`src/rtl/rgb_uart_cmd.sv`:
```
// rgb_uart_cmd: parses "c<idx>\n" toggle and "c<idx>HH\n" set commands from the UART RX FIFO
// into per-channel RGB LED levels, with optional echo, '?' error reply and inter-character timeout.
module rgb_uart_cmd #(
  parameter int          NUM_LEDS       = 3,
  parameter logic [7:0]  TOGGLE_LEVEL   = 8'h11,
  parameter int          ECHO           = 1,
  parameter int          TIMEOUT_CYCLES = 8000000
) (
  input  logic                  i_Clock,
  input  logic                  i_Reset_n,
  input  logic                  i_Data_Ready,
  input  logic [7:0]            i_Data,
  output logic                  o_Read_Data,
  input  logic                  i_Busy_TX,
  output logic                  o_Start,
  output logic [7:0]            o_TX_Data,
  output logic [NUM_LEDS*24-1:0] o_Level,
  output logic                  o_Cmd_Done,
  output logic                  o_Cmd_Error
);
  localparam int NCH = NUM_LEDS * 3;
  localparam int CW  = $clog2(TIMEOUT_CYCLES);
  localparam bit EC  = ECHO != 0;

  typedef enum logic [2:0] {S_COLOUR, S_INDEX, S_HEXE, S_HEXLO, S_END, S_GAP, S_ERR} st_t;

  st_t                st_q, st_d, ret_q, ret_d;
  logic [1:0]         col_q, col_d;
  logic [3:0]         led_q, led_d, hi_q, hi_d, lo_q, lo_d;
  logic [CW-1:0]      cnt_q, cnt_d;
  logic [NCH*8-1:0]   lvl_q, lvl_d;
  logic               done_q, done_d, err_q, err_d;
  logic               pop, tx_err, is_col, is_idx, is_dig, is_hex, wr, bad;
  logic [3:0]         hex_v;
  logic [4:0]         ch;
  logic [7:0]         cur, wv;

  assign is_col = i_Data == 8'h72 || i_Data == 8'h67 || i_Data == 8'h62;
  assign is_idx = i_Data >= 8'h31 && i_Data <= 8'(48 + NUM_LEDS);
  assign is_dig = i_Data >= 8'h30 && i_Data <= 8'h39;
  assign is_hex = is_dig || (i_Data >= 8'h61 && i_Data <= 8'h66) || (i_Data >= 8'h41 && i_Data <= 8'h46);
  assign hex_v  = is_dig ? i_Data[3:0] : i_Data[3:0] + 4'd9;
  assign ch     = 5'(led_q) * 5'd3 + 5'(col_q);

  // Strobes are decoded from the current state so a byte is consumed the cycle it is seen.
  assign pop    = i_Reset_n && st_q != S_GAP && st_q != S_ERR && i_Data_Ready && (!i_Busy_TX || !EC);
  assign tx_err = st_q == S_ERR && !i_Busy_TX;

  assign o_Read_Data = pop;
  assign o_Start     = (pop && EC) || tx_err;
  assign o_TX_Data   = (pop && EC) ? i_Data : tx_err ? 8'h3F : 8'h00;
  assign o_Level     = lvl_q;
  assign o_Cmd_Done  = done_q;
  assign o_Cmd_Error = err_q;

  always_comb begin
    cur = 8'h00;
    for (int k = 0; k < NCH; k++) if (ch == 5'(k)) cur = lvl_q[8*k +: 8];
    st_d   = st_q;
    ret_d  = ret_q;
    col_d  = col_q;
    led_d  = led_q;
    hi_d   = hi_q;
    lo_d   = lo_q;
    cnt_d  = '0;
    done_d = 1'b0;
    err_d  = 1'b0;
    wr     = 1'b0;
    wv     = 8'h00;
    bad    = 1'b0;
    if (st_q == S_GAP) st_d = ret_q;
    else if (st_q == S_ERR) begin
      if (!i_Busy_TX) begin
        st_d  = S_GAP;
        ret_d = S_COLOUR;
      end
    end else if (pop) begin
      st_d  = S_GAP;
      ret_d = st_q;
      if (i_Data != 8'h0D)
        case (st_q)
          S_COLOUR: if (is_col) begin
            col_d = i_Data == 8'h72 ? 2'd0 : i_Data == 8'h67 ? 2'd1 : 2'd2;
            ret_d = S_INDEX;
          end
          S_INDEX: if (is_idx) begin
            led_d = i_Data[3:0] - 4'd1;
            ret_d = S_HEXE;
          end else bad = 1'b1;
          S_HEXE: if (i_Data == 8'h0A) begin
            wr = 1'b1;
            wv = cur == 8'h00 ? TOGGLE_LEVEL : 8'h00;
          end else if (is_hex) begin
            hi_d  = hex_v;
            ret_d = S_HEXLO;
          end else bad = 1'b1;
          S_HEXLO: if (is_hex) begin
            lo_d  = hex_v;
            ret_d = S_END;
          end else bad = 1'b1;
          default: if (i_Data == 8'h0A) begin
            wr = 1'b1;
            wv = {hi_q, lo_q};
          end else bad = 1'b1;
        endcase
      if (wr) begin
        done_d = 1'b1;
        ret_d  = S_COLOUR;
      end
      if (bad) begin
        err_d = 1'b1;
        ret_d = EC ? S_ERR : S_COLOUR;
      end
    end else if (st_q != S_COLOUR) begin
      cnt_d = cnt_q + CW'(1);
      if (cnt_q == CW'(TIMEOUT_CYCLES - 1)) begin
        st_d  = S_COLOUR;
        cnt_d = '0;
        err_d = 1'b1;
      end
    end
    lvl_d = lvl_q;
    for (int k = 0; k < NCH; k++) if (wr && ch == 5'(k)) lvl_d[8*k +: 8] = wv;
  end

  always_ff @(posedge i_Clock or negedge i_Reset_n)
    if (!i_Reset_n) begin
      st_q   <= S_COLOUR;
      ret_q  <= S_COLOUR;
      col_q  <= 2'd0;
      led_q  <= 4'd0;
      hi_q   <= 4'd0;
      lo_q   <= 4'd0;
      cnt_q  <= '0;
      lvl_q  <= '0;
      done_q <= 1'b0;
      err_q  <= 1'b0;
    end else begin
      st_q   <= st_d;
      ret_q  <= ret_d;
      col_q  <= col_d;
      led_q  <= led_d;
      hi_q   <= hi_d;
      lo_q   <= lo_d;
      cnt_q  <= cnt_d;
      lvl_q  <= lvl_d;
      done_q <= done_d;
      err_q  <= err_d;
    end
endmodule

```
`config.mk`:
```
export PLATFORM = sky130hd
export DESIGN_NAME = rgb_uart_cmd
export DESIGN_NICKNAME = d
export VERILOG_FILES = /design/src/rtl/rgb_uart_cmd.sv
export SDC_FILE = /design/constraint.sdc
export NUM_CORES = 1
export LEC_CHECK = 0
export CORE_AREA = 2 2 121 123
export CTS_CLUSTER_DIAMETER = 50
export DETAILED_ROUTE_END_ITERATION = 7
export DIE_AREA = 0 0 123 125
export DONT_BUFFER_PORTS = 1
export PLACE_DENSITY = 0.63
export RECOVER_POWER = 100
export SYNTH_ARGS = -nofsm -noshare
export SYNTH_HDL_FRONTEND = slang
export SYNTH_SLANG_ARGS = --single-unit
```
`constraint.sdc`:
```
create_clock -name i_Clock -period 4.31 [get_ports i_Clock]
set_input_delay 1.0775 -clock i_Clock [delete_from_list [all_inputs] [get_ports i_Clock]]
set_output_delay 1.0775 -clock i_Clock [all_outputs]
set_load 0.05 [all_outputs]
```
# Yosys cells after proc, flatten, opt, wreduce, memory -nomap -nowiden
# Cells that the tools add are included.
# Widths: inputs -> output; s select.
# totals
register_bits	117
output_inout_bits	84
in_bits	12
romBits	0
wordCells	168
latch_bits	0
memories	0
ramBits	0
# classes
n_addsub	4
n_reduce_logical	38
n_div	0
n_lt_le_gt_ge	8
eq_ne	23
mul	1
n_shift	0
bitwise_logic	3
muxes	73
# op_table
op	n
$mux 8	15
$mux 23	5
$mux 3	17
$mux 1	27
$eq 8x7->1 const B	3
$add 23x1->23 const B	1
$eq 23x23->1 const B	1
$eq 5x3->1 const B	4
$logic_and 1x1->1	18
$reduce_and 6->1	3
$ge 8x6->1 const B	2
$ge 8x7->1 const B	2
$le 8x6->1 const B	2
$le 8x7->1 const B	2
$pmux 8 s2	1
$pmux 3 s4	1
$eq 5x2->1 const B	2
$mux 5	2
$eq 8x4->1 const B	1
$logic_not 8->1	1
$ne 8x4->1 const B	1
$reduce_bool 4->1	2
$reduce_and 7->1	1
$eq 3x2->1 const B	2
24 further kinds	34

# Depth between registers and ports, before layout
# Gate-level depths: netlist (run 1).
# depth
depth_word	20
mapped_depth	14
depth_no_buf	12

# Worst setup path after synthesis (run 1)
# Ideal clock, no wire load.
# synth_path
path_type	input to output
from	input i_Data_Ready
to	output o_TX_Data[2]
path_buffers	1
slack_ps	92
cell_stages	7
required_time_ps	3233
arrival_ps	3141
cell_sequence	nand2_1 > or2_2 > buf_2 > a21oi_1 > a21oi_1 > nor2_1 > o21a_1
# synth_between
elab_chain_cells	3
# synth_lines
item	line	source
start: declaration	11	input logic i_Data_Ready,
$logic_and 1x1->1 (2 in a row)	46	assign pop = i_Reset_n && st_q != S_GAP && st_q != S_ERR && i_Data_Ready && (!i_Busy_TX || !EC);
$mux 8	51	assign o_TX_Data = (pop && EC) ? i_Data : tx_err ? 8'h3F : 8'h00;
end: declaration	16	output logic [7:0] o_TX_Data,
# Every way passes these cells.

# Worst setup path after layout (run 1)
# layout_path
from	input i_Reset_n
to	output o_TX_Data[2]
# layout_between
elab_chain_cells	5
# layout_lines
item	line	source
start: declaration	10	input logic i_Reset_n,
$logic_and 1x1->1 (4 in a row)	46	
$mux 8	51	
# Every way passes these cells.

==> results.json, run 1 <==
{
  "synth_seq_area_share_pct": 47.1,
  "synthArstFlopShare_pct": 100,
  "hold_path.class": "in2async",
  "powerDensity_mw_per_mm2": 464,
  "dieHeight_um": 125,
  "fmax_mhz": 251,
  "viasPerCell": 5.88,
  "worstReg2RegEnd": "o_Level[4]",
  "reg2reg_from": "col_q[1]",
  "coreArea_mm2": 0.0142,
  "drc": 0,
  "grt_pass1_vias": 5051,
  "synth-edff-count": 0,
  "diodes": 0,
  "cts_root_buffer": "clkbuf_16",
  "fillers": 1325,
  "die-area_mm2": 0.0154,
  "netlist_instances": 683,
  "clk_path_buf_depth": 2,
  "die_w_um": 123,
  "gp_congestion": 0.908,
  "drtIter0Drc": 435,
  "fin_crit_ps": 3990,
  "gr-total-overflow": 0,
  "hpwlAfterDp_um": 12400,
  "slew_violations": 0,
  "rows": 44,
  "p_leak_nw": 2.98,
  "grt_usage_pct": 23.5,
  "rrSetupSlack_ps": 410,
  "syn_nets": 708,
  "hold_viol": 0,
  "synth_cell_types": 64,
  "cp-start-kind": "input port",
  "cts_setup_buffers": 0,
  "ys_ff_latch": 117,
  "status": "completed",
  "yosysTopAreaCellShare_pct": 47.1,
  "cts_sinks": 117,
  "grt_pass1_wl_um": 28000,
  "cts_hold_buf": 0,
  "critPathKind": "in2out",
  "timing.slew.headroom_pct": 31.4,
  "yosys_warnings": 0,
  "finalCritPeriodShare_pct": 92.5,
  "maxCapViolations": 0,
  "finalSetupViolCount": 0,
  "via_count": 5160,
  "end_kind": "output pin",
  "fin_nets": 705,
  "ant_nets": 0,
  "cts_buffers": 17,
  "syn_area_mm2": 0.00622,
  "synthTopCellsByArea": "dfrtp_1, nand2_1, o21ai_0, nor2_1, xor2_1",
  "post_synth.cell_area_avg_um2": 9.11,
  "dr.pass1.iters": 5,
  "clk_latency_ps": 410,
  "start_util_pct": 43.8,
  "place_area_mm2": 0.00646,
  "cts_tree": "done",
  "yosysTopAreaCell": "dfrtp_1",
  "hold_ws_ps": 360,
  "power.total_mw": 3.27,
  "path_clk_slew_ps": 60,
  "antenna_found_initial": 0,
  "syn2layout_area_growth_pct": 13.3,
  "cts_resized": 0,
  "tightestPinTransition_ps": 1000,
  "rsz0062_at_grt": "false",
  "peakVddDrop_mv": 0.389,
  "required_ps": 3230,
  "final_layout_size_suffix_gt1_share_pct": 8.08,
  "synth_top_flop_cell": "dfrtp_1",
  "utilization_pct": 49.6,
  "h-tree-depth": 4,
  "finalClockSkew_ps": 7.39,
  "cp_max_fo": 118,
  "ios": 96,
  "tns_ps": 0,
  "detail_route.wl_per_cell_um": 20.0,
  "wl_um": 17500,
  "port-buffer-count": 0,
  "grt_max_degree": 119,
  "arrival_ps": 2910,
  "fin_area_mm2": 0.00705,
  "reg2reg_depth": 12
}
## worst max-delay path by stage
stage,startpoint,endpoint
2_1_floorplan,i_Data_Ready,o_TX_Data[2]
3_3_place_gp,col_q[1],o_Level[20]
3_5_place_dp,col_q[1],o_Level[4]
4_1_cts,col_q[1],o_Level[4]
5_1_grt,col_q[1],o_Level[36]
6_report,i_Reset_n,o_TX_Data[2]
## cells in the mapped netlist, drive strengths merged, types with 6 or more instances
cell type,number
nor3,12
o21ai,79
and2,7
nor4,14
nand2,105
buf,7
and3,7
clkbuf,27
dfrtp,117
nor2,62
xor2,17
nand2b,8
a21oi,20
o22ai,7
inv,21
a31oi,16
nand3,20
a22oi,6
o211ai,12
mux2,11
nand4,15
xnor2,10
ha,11
## layout by cell type, fill, tap and decap left out, types with 15 or more instances in the layout
| cell type | n |
|---|---|
| a21oi_1 | 19 |
| a31oi_1 | 16 |
| clkbuf_16 | 17 |
| dfrtp_1 | 117 |
| inv_1 | 21 |
| nand2_1 | 105 |
| nand3_1 | 20 |
| nand4_1 | 15 |
| nor2_1 | 62 |
| o21ai_0 | 78 |
| xor2_1 | 17 |
## area by class of cell
cell class | instances | area [µm²] | share of cell area (%)
multi-input combinational | 511 | 3070 | 43.6
sequential | 117 | 2930 | 41.5
clock buffer | 20 | 467 | 6.62
tap | 184 | 230 | 3.26
clock inverter | 12 | 200 | 2.84
inverter | 21 | 78.8 | 1.12
timing repair buffer | 12 | 75.1 | 1.06
## through the flow
step / setup WS, ps / cells
2_1_floorplan: 91.9 / 683
4_1_cts: 480 / 877
3_3_place_gp: 609 / 845
6_report: 324 / 877
3_5_place_dp: 514 / 845
5_1_grt: 151 / 877
## critical path: stages
cell,delay (ps)
nand2_1,90
or2_0,440
a21oi_1,220
a21oi_1,110
nor2_1,280
o21a_1,170
clkbuf_1,460
## metal layers
layer	vias to the layer above	routed length [µm]	global-route usage [%]
met5	-	0	0
met4	0	474	8.29
met3	30	1270	7.12
met2	172	8510	37.1
met1	2515	7280	30.6
li1	2443	-	-
## registers in the layout (all words and copies together), names as in the netlist
signal and cells:
o_Level 72, cnt_q 23, hi_q 4, led_q 4, lo_q 4, ret_q 3
st_q 3, col_q 2, o_Cmd_Done 1, o_Cmd_Error 1
## logic make-up (layout without fill, tap and decap cells)
| family | count (synthesis) | after routing | share of synthesized area [%] |
|---|---|---|---|
| AOI/OAI and AO/OA | 183 | 183 | 19.0 |
| xor gates and xnor gates | 27 | 27 | 3.80 |
| adders and majority gates | 13 | 13 | 2.86 |
| buffers and inverters | 55 | 65 | 3.52 |
| DFF | 117 | 117 | 47.1 |
| muxes | 16 | 16 | 2.80 |
| and+or+nand+nor | 272 | 272 | 21.0 |
## power by group
group | total (mW) | internal, mW | switching (mW) | leakage, nW
Sequential | 1.24 | 1.15 | 0.0968 | 1.62
Combinational | 0.441 | 0.149 | 0.291 | 1.04
Clock | 1.58 | 1.07 | 0.514 | 0.318
Power figures use the tool's default switching activity.
==> inputs of run 2 (changes only) <==
- PLACE_DENSITY: 0.63 -> 0.65
- clock period: 4.31 -> 3.48 ns (I/O delays scaled with it)
==> results.json, run 2 (synthesized netlist as in run 1, its figures left out) <==
{
  "status": "completed",
  "hold_viol": 0,
  "tns_ps": 0,
  "wl_met2_um": 9050,
  "dp.cells": 869,
  "clk_path_buf_depth": 2,
  "die-area_mm2": 0.0154,
  "grt_max_degree": 119,
  "reg2reg_depth": 12,
  "gr-total-overflow": 0,
  "critPathKind": "reg2reg",
  "cts_buffers": 17,
  "slew_violations": 0,
  "final_common_cell": "dfrtp_1",
  "detail_route.wl_per_cell_um": 20.0,
  "drc": 0,
  "required_ps": 3810,
  "syn2layout_area_growth_pct": 19.1,
  "diodes": 0,
  "route.met3.wl_um": 1350,
  "rows": 44,
  "cp_max_fo": 8,
  "final_cell_mix": "dfrtp_1, nand2_1, o21ai_0, nor2_1, buf_4",
  "finalCritPeriodShare_pct": 99.3,
  "cp-start-kind": "flip-flop",
  "finalClockSkew_ps": 9.82,
  "tightestPinTransition_ps": 1110,
  "fin_ws_ps": 26.1,
  "rrSetupSlack_ps": 30,
  "rsz0062_at_grt": "true",
  "path_clk_slew_ps": 60,
  "hold_path.class": "in2async",
  "grt_pass1_wl_um": 28600,
  "finalSetupViolCount": 0,
  "wirelength_met1_um": 7320,
  "ant_nets": 0,
  "utilization_pct": 52.2,
  "clk_latency_ps": 420,
  "place_area_mm2": 0.00665,
  "arrival_ps": 3790,
  "gp_congestion": 0.908,
  "wl_um": 18100,
  "grt_pass1_vias": 5278,
  "h-tree-depth": 4,
  "cts_root_buffer": "clkbuf_16",
  "viasPerCell": 5.90,
  "fin_crit_ps": 3450,
  "powerDensity_mw_per_mm2": 545,
  "dieHeight_um": 125,
  "highest_layer": "met4",
  "hold_ws_ps": 147,
  "fin_nets": 732,
  "grt_usage_pct": 24.2,
  "reg2reg_from": "col_q[1]",
  "post-place-ws_ps": -109,
  "fmax_mhz": 290,
  "p_leak_nw": 3.13,
  "dr.pass1.iters": 5,
  "drtIter0Drc": 516,
  "fin_area_mm2": 0.00741,
  "port-buffer-count": 0,
  "cts_sinks": 117,
  "hpwlAfterDp_um": 12700,
  "ios": 96,
  "antenna_found_initial": 0,
  "start_util_pct": 43.8,
  "timing.slew.headroom_pct": 23.8,
  "maxCapViolations": 0,
  "fin_cells": 903,
  "coreArea_mm2": 0.0142,
  "worstReg2RegEnd": "o_Level[12]",
  "final_layout_size_suffix_gt1_share_pct": 15.4,
  "largest_reg_flops": 72,
  "power.total_mw": 4.04,
  "via_count": 5328,
  "cts_tree": "done",
  "end_kind": "flip-flop",
  "die_w_um": 123,
  "peakVddDrop_mv": 0.366
}
==> run 2: per-layer routing <==
layer / up-vias / track usage [%]
met5: - / 0
met4: 0 / 7.42
met3: 30 / 8.35
met2: 175 / 40.3
met1: 2614 / 29.3
li1: 2509 / -
==> run 2: report_power, final <==
part           switching, mW  total [mW]  internal [mW]  leakage [nW]
Clock                  0.614        1.87           1.25         0.314
Sequential            0.0632        1.49           1.42          1.62
Combinational          0.440       0.689          0.249          1.20
Total                   1.12        4.04           2.93          3.13
==> run 2: worst max path at each step <==
| stage | startpoint | endpoint | cells past startpoint |
|---|---|---|---|
| finish | col_q[1] | o_Level[12] | 12 |
| global placement | col_q[1] | o_Level[20] | 12 |
| CTS | col_q[1] | o_Level[0] | 12 |
| detailed placement | col_q[1] | o_Level[0] | 12 |
| global route | col_q[1] | o_Level[20] | 12 |
| floorplan | i_Data_Ready | o_TX_Data[0] | 6 |
==> run 2: what timing repair did <==
| item | CTS | global route |
|---|---|---|
| resized for setup | 3 | 23 |
| gates cloned | 0 | 1 |
| setup endpoints to repair | 10 | 24 |
| hold buffers | 0 | 0 |
| buffers inserted | 0 | 2 |
| pin swaps | 2 | 10 |
==> run 2: critical path, cell delays in order (launching register included) <==
cell	delay, ps
dfrtp_1	360
inv_2	50
fa_1	520
inv_1	40
ha_2	190
fa_2	450
xnor2_4	200
a31o_4	280
o221ai_4	190
nand3_2	140
a2111oi_4	480
o2111ai_2	260
a31oi_1	200
==> run 2: area by class of cell <==
type | instances | area, µm²
inverter | 21 | 78.8
clock inverter | 7 | 116
timing repair buffer | 38 | 328
clock buffer | 24 | 522
tap | 184 | 230
multi-input combinational | 512 | 3210
sequential | 117 | 2930
fill | 1280 | 6790
==> variant (config.mk and constraints of run 1) <==
Reset style: synchronous (`i_Reset_n`), changed in one clocked block.
--- a/src/rtl/rgb_uart_cmd.sv
+++ b/src/rtl/rgb_uart_cmd.sv
@@ -123,7 +123,7 @@
     for (int k = 0; k < NCH; k++) if (wr && ch == 5'(k)) lvl_d[8*k +: 8] = wv;
   end
 
-  always_ff @(posedge i_Clock or negedge i_Reset_n)
+  always_ff @(posedge i_Clock)
     if (!i_Reset_n) begin
       st_q   <= S_COLOUR;
       ret_q  <= S_COLOUR;
Formal check against the unedited RTL: differs if i_Reset_n is asserted again (counterexample within 4 cycles, from zero or initial values and one cycle with i_Reset_n low); with i_Reset_n held inactive, the same outputs for 4 cycles.
==> variant against run 1 <==
Cell area decreased by 6.0%. Die area is the same. Critical endpoint is now o_Level[36]. Sequential cell count did not move. First-iteration DRC count fell by 15%. Hold slack better by 0.11 ns. Non-clock buffer count shrank 2. Routed wire length is 7.7% lower. Worst setup slack worse by 0.12 ns. Critical path depth is 6 higher. Largest cell class unchanged. Final cell count increased by 4.3%. Area after synthesis decreased by 6.0%.
Power is not compared: it rests on default switching activity, and its combinational part moved more than twofold at a synthesized area within 25%.
==> variant: results <==
{
  "synthArstFlopShare_pct": 0,
  "syn_inst": 720,
  "drt_pass1_iterations": 4,
  "grt_pass1_vias": 4818,
  "min_path_type": "flop to flop",
  "dpl.hpwl_um": 11500,
  "r2r-end": "o_Level[36]",
  "fillers": 1354,
  "netlist_top_cells_area": "dfxtp_1, nand2_1, and2_1, nor2_1, o21ai_0",
  "synth_nets": 746,
  "post-cts-setup-buffer-count": 0,
  "grt_use_total_pct": 21.0,
  "crit_family": "adder cells",
  "drtIter0Drc": 368,
  "worstMarginPinSlew_ns": 1.10,
  "critPathMaxFanout": 8,
  "slew_viol_final": 0,
  "cts_buffer_depth": 2,
  "place_congestion": 0.869,
  "grt_first_pass_wirelength_um": 25400,
  "totalWireLength_um": 16200,
  "reg2reg_slack_ns": 0.20,
  "worstRegToRegCells": 13,
  "largest_register_ffs": 72,
  "clockRootBuffer": "clkbuf_16",
  "dpl.cell_count": 883,
  "met2_length_um": 7370,
  "wl_met1_um": 7090,
  "status": "finished clean",
  "cts.clk_slew.worst_paths_ns": 0.06,
  "wl_met3_um": 1360,
  "arrival_ns": 4.36,
  "final_nets": 744,
  "worstHoldStart": "cnt_q[0]",
  "numCtsBuffers": 17,
  "synth_common_cells": "nand2_1, dfxtp_1, nor2_1",
  "diodes": 0,
  "timing.hold.ws_ns": 0.474,
  "antenna_found_initial": 0,
  "slowest_stage": "nor3_1",
  "regToRegStartpoint": "led_q[0]",
  "port_buffers": 0,
  "htree_levels": 4,
  "synthFlopType": "dfxtp_1",
  "post_drt_wl_per_cell_um": 17.7,
  "insertion_delay_ns": 0.42,
  "ys_types": 60,
  "synth-seq-area-share_pct": 40.1,
  "drive_gt1_share_pct": 6.02,
  "clock_skew_ns": 0.0113,
  "grt_max_degree": 97,
  "via_per_inst": 5.65,
  "top_layer": "met4",
  "startpoint": "led_q[0]",
  "cp_slowest_stage_delay_ns": 0.89,
  "setup.worst_path.class": "flop to flop"
}
## variant: cell count changes in the layout (fill, tap and decap cells not counted), sizes merged, moves of 11 or more
cell / delta
nand3: +16
nor2b: +13
o21ai: -35
a21boi: +27
dfxtp: +117
mux2: -11
nand2: +21
o31ai: +12
mux2i: +11
a31oi: -14
dfrtp: -117
and2: +34
## variant: how the worst min path moves through the flow
| stage | cells past startpoint | endpoint |
|---|---|---|
| after floorplan | 1 | cnt_q[0] |
| after global placement | 1 | cnt_q[0] |
| after detailed placement | 1 | cnt_q[0] |
| after CTS | 1 | cnt_q[0] |
| after global routing | 1 | cnt_q[0] |
| final | 1 | cnt_q[0] |
## variant: metrics by stage
| stage | cell area (sq um) | util, % | setup slack [ns] |
|---|---|---|---|
| finish | 6630 | 46.7 | 0.202 |
| global route | 6630 | 46.7 | 0.0265 |
| CTS | 6680 | 47.0 | 0.224 |
| detailed placement | 6020 | 42.4 | 0.248 |
| global placement | 6020 | 42.4 | 0.443 |
| floorplan | 5850 | - | 0.509 |
## variant: repair_timing
item                       CTS  global route
resized for setup            0             1
setup endpoints to repair    0             8
hold buffers                 0             0
## variant: power by group
part           switching [W]  internal [W]
registers         0.00000469       0.00108
logic              0.0000408     0.0000228
clock network       0.000530       0.00103
## variant: per-layer routing
layer  vias to the layer above  track usage (%)
met1                      2423             26.9
met2                       231             32.5
met4                         0             7.82
met5                         -                0
li1                       2482                -
met3                        35             7.48
## variant: kinds of logic after synthesis
| group | Yosys count | synth area share (%) |
|---|---|---|
| AO/OA/AOI/OAI | 143 | 16.5 |
| XOR/XNOR | 30 | 4.49 |
| adder cells (fa/ha/maj) | 14 | 3.25 |
| buffers and inverters | 50 | 3.49 |
| flip-flops | 117 | 40.1 |
| multiplexers | 17 | 3.12 |
| AND/OR/NAND/NOR | 349 | 29.1 |
## variant: final cells by class
cell class / instances / area (sq um) / share of cell area, %
Timing Repair Buffer: 10 / 56.3 / 0.849
Multi-Input combinational cell: 553 / 3270 / 49.4
Tap cell: 184 / 230 / 3.47
Sequential cell: 117 / 2340 / 35.3
Inverter: 19 / 71.3 / 1.08
Clock inverter: 15 / 230 / 3.47
Clock buffer: 17 / 425 / 6.42
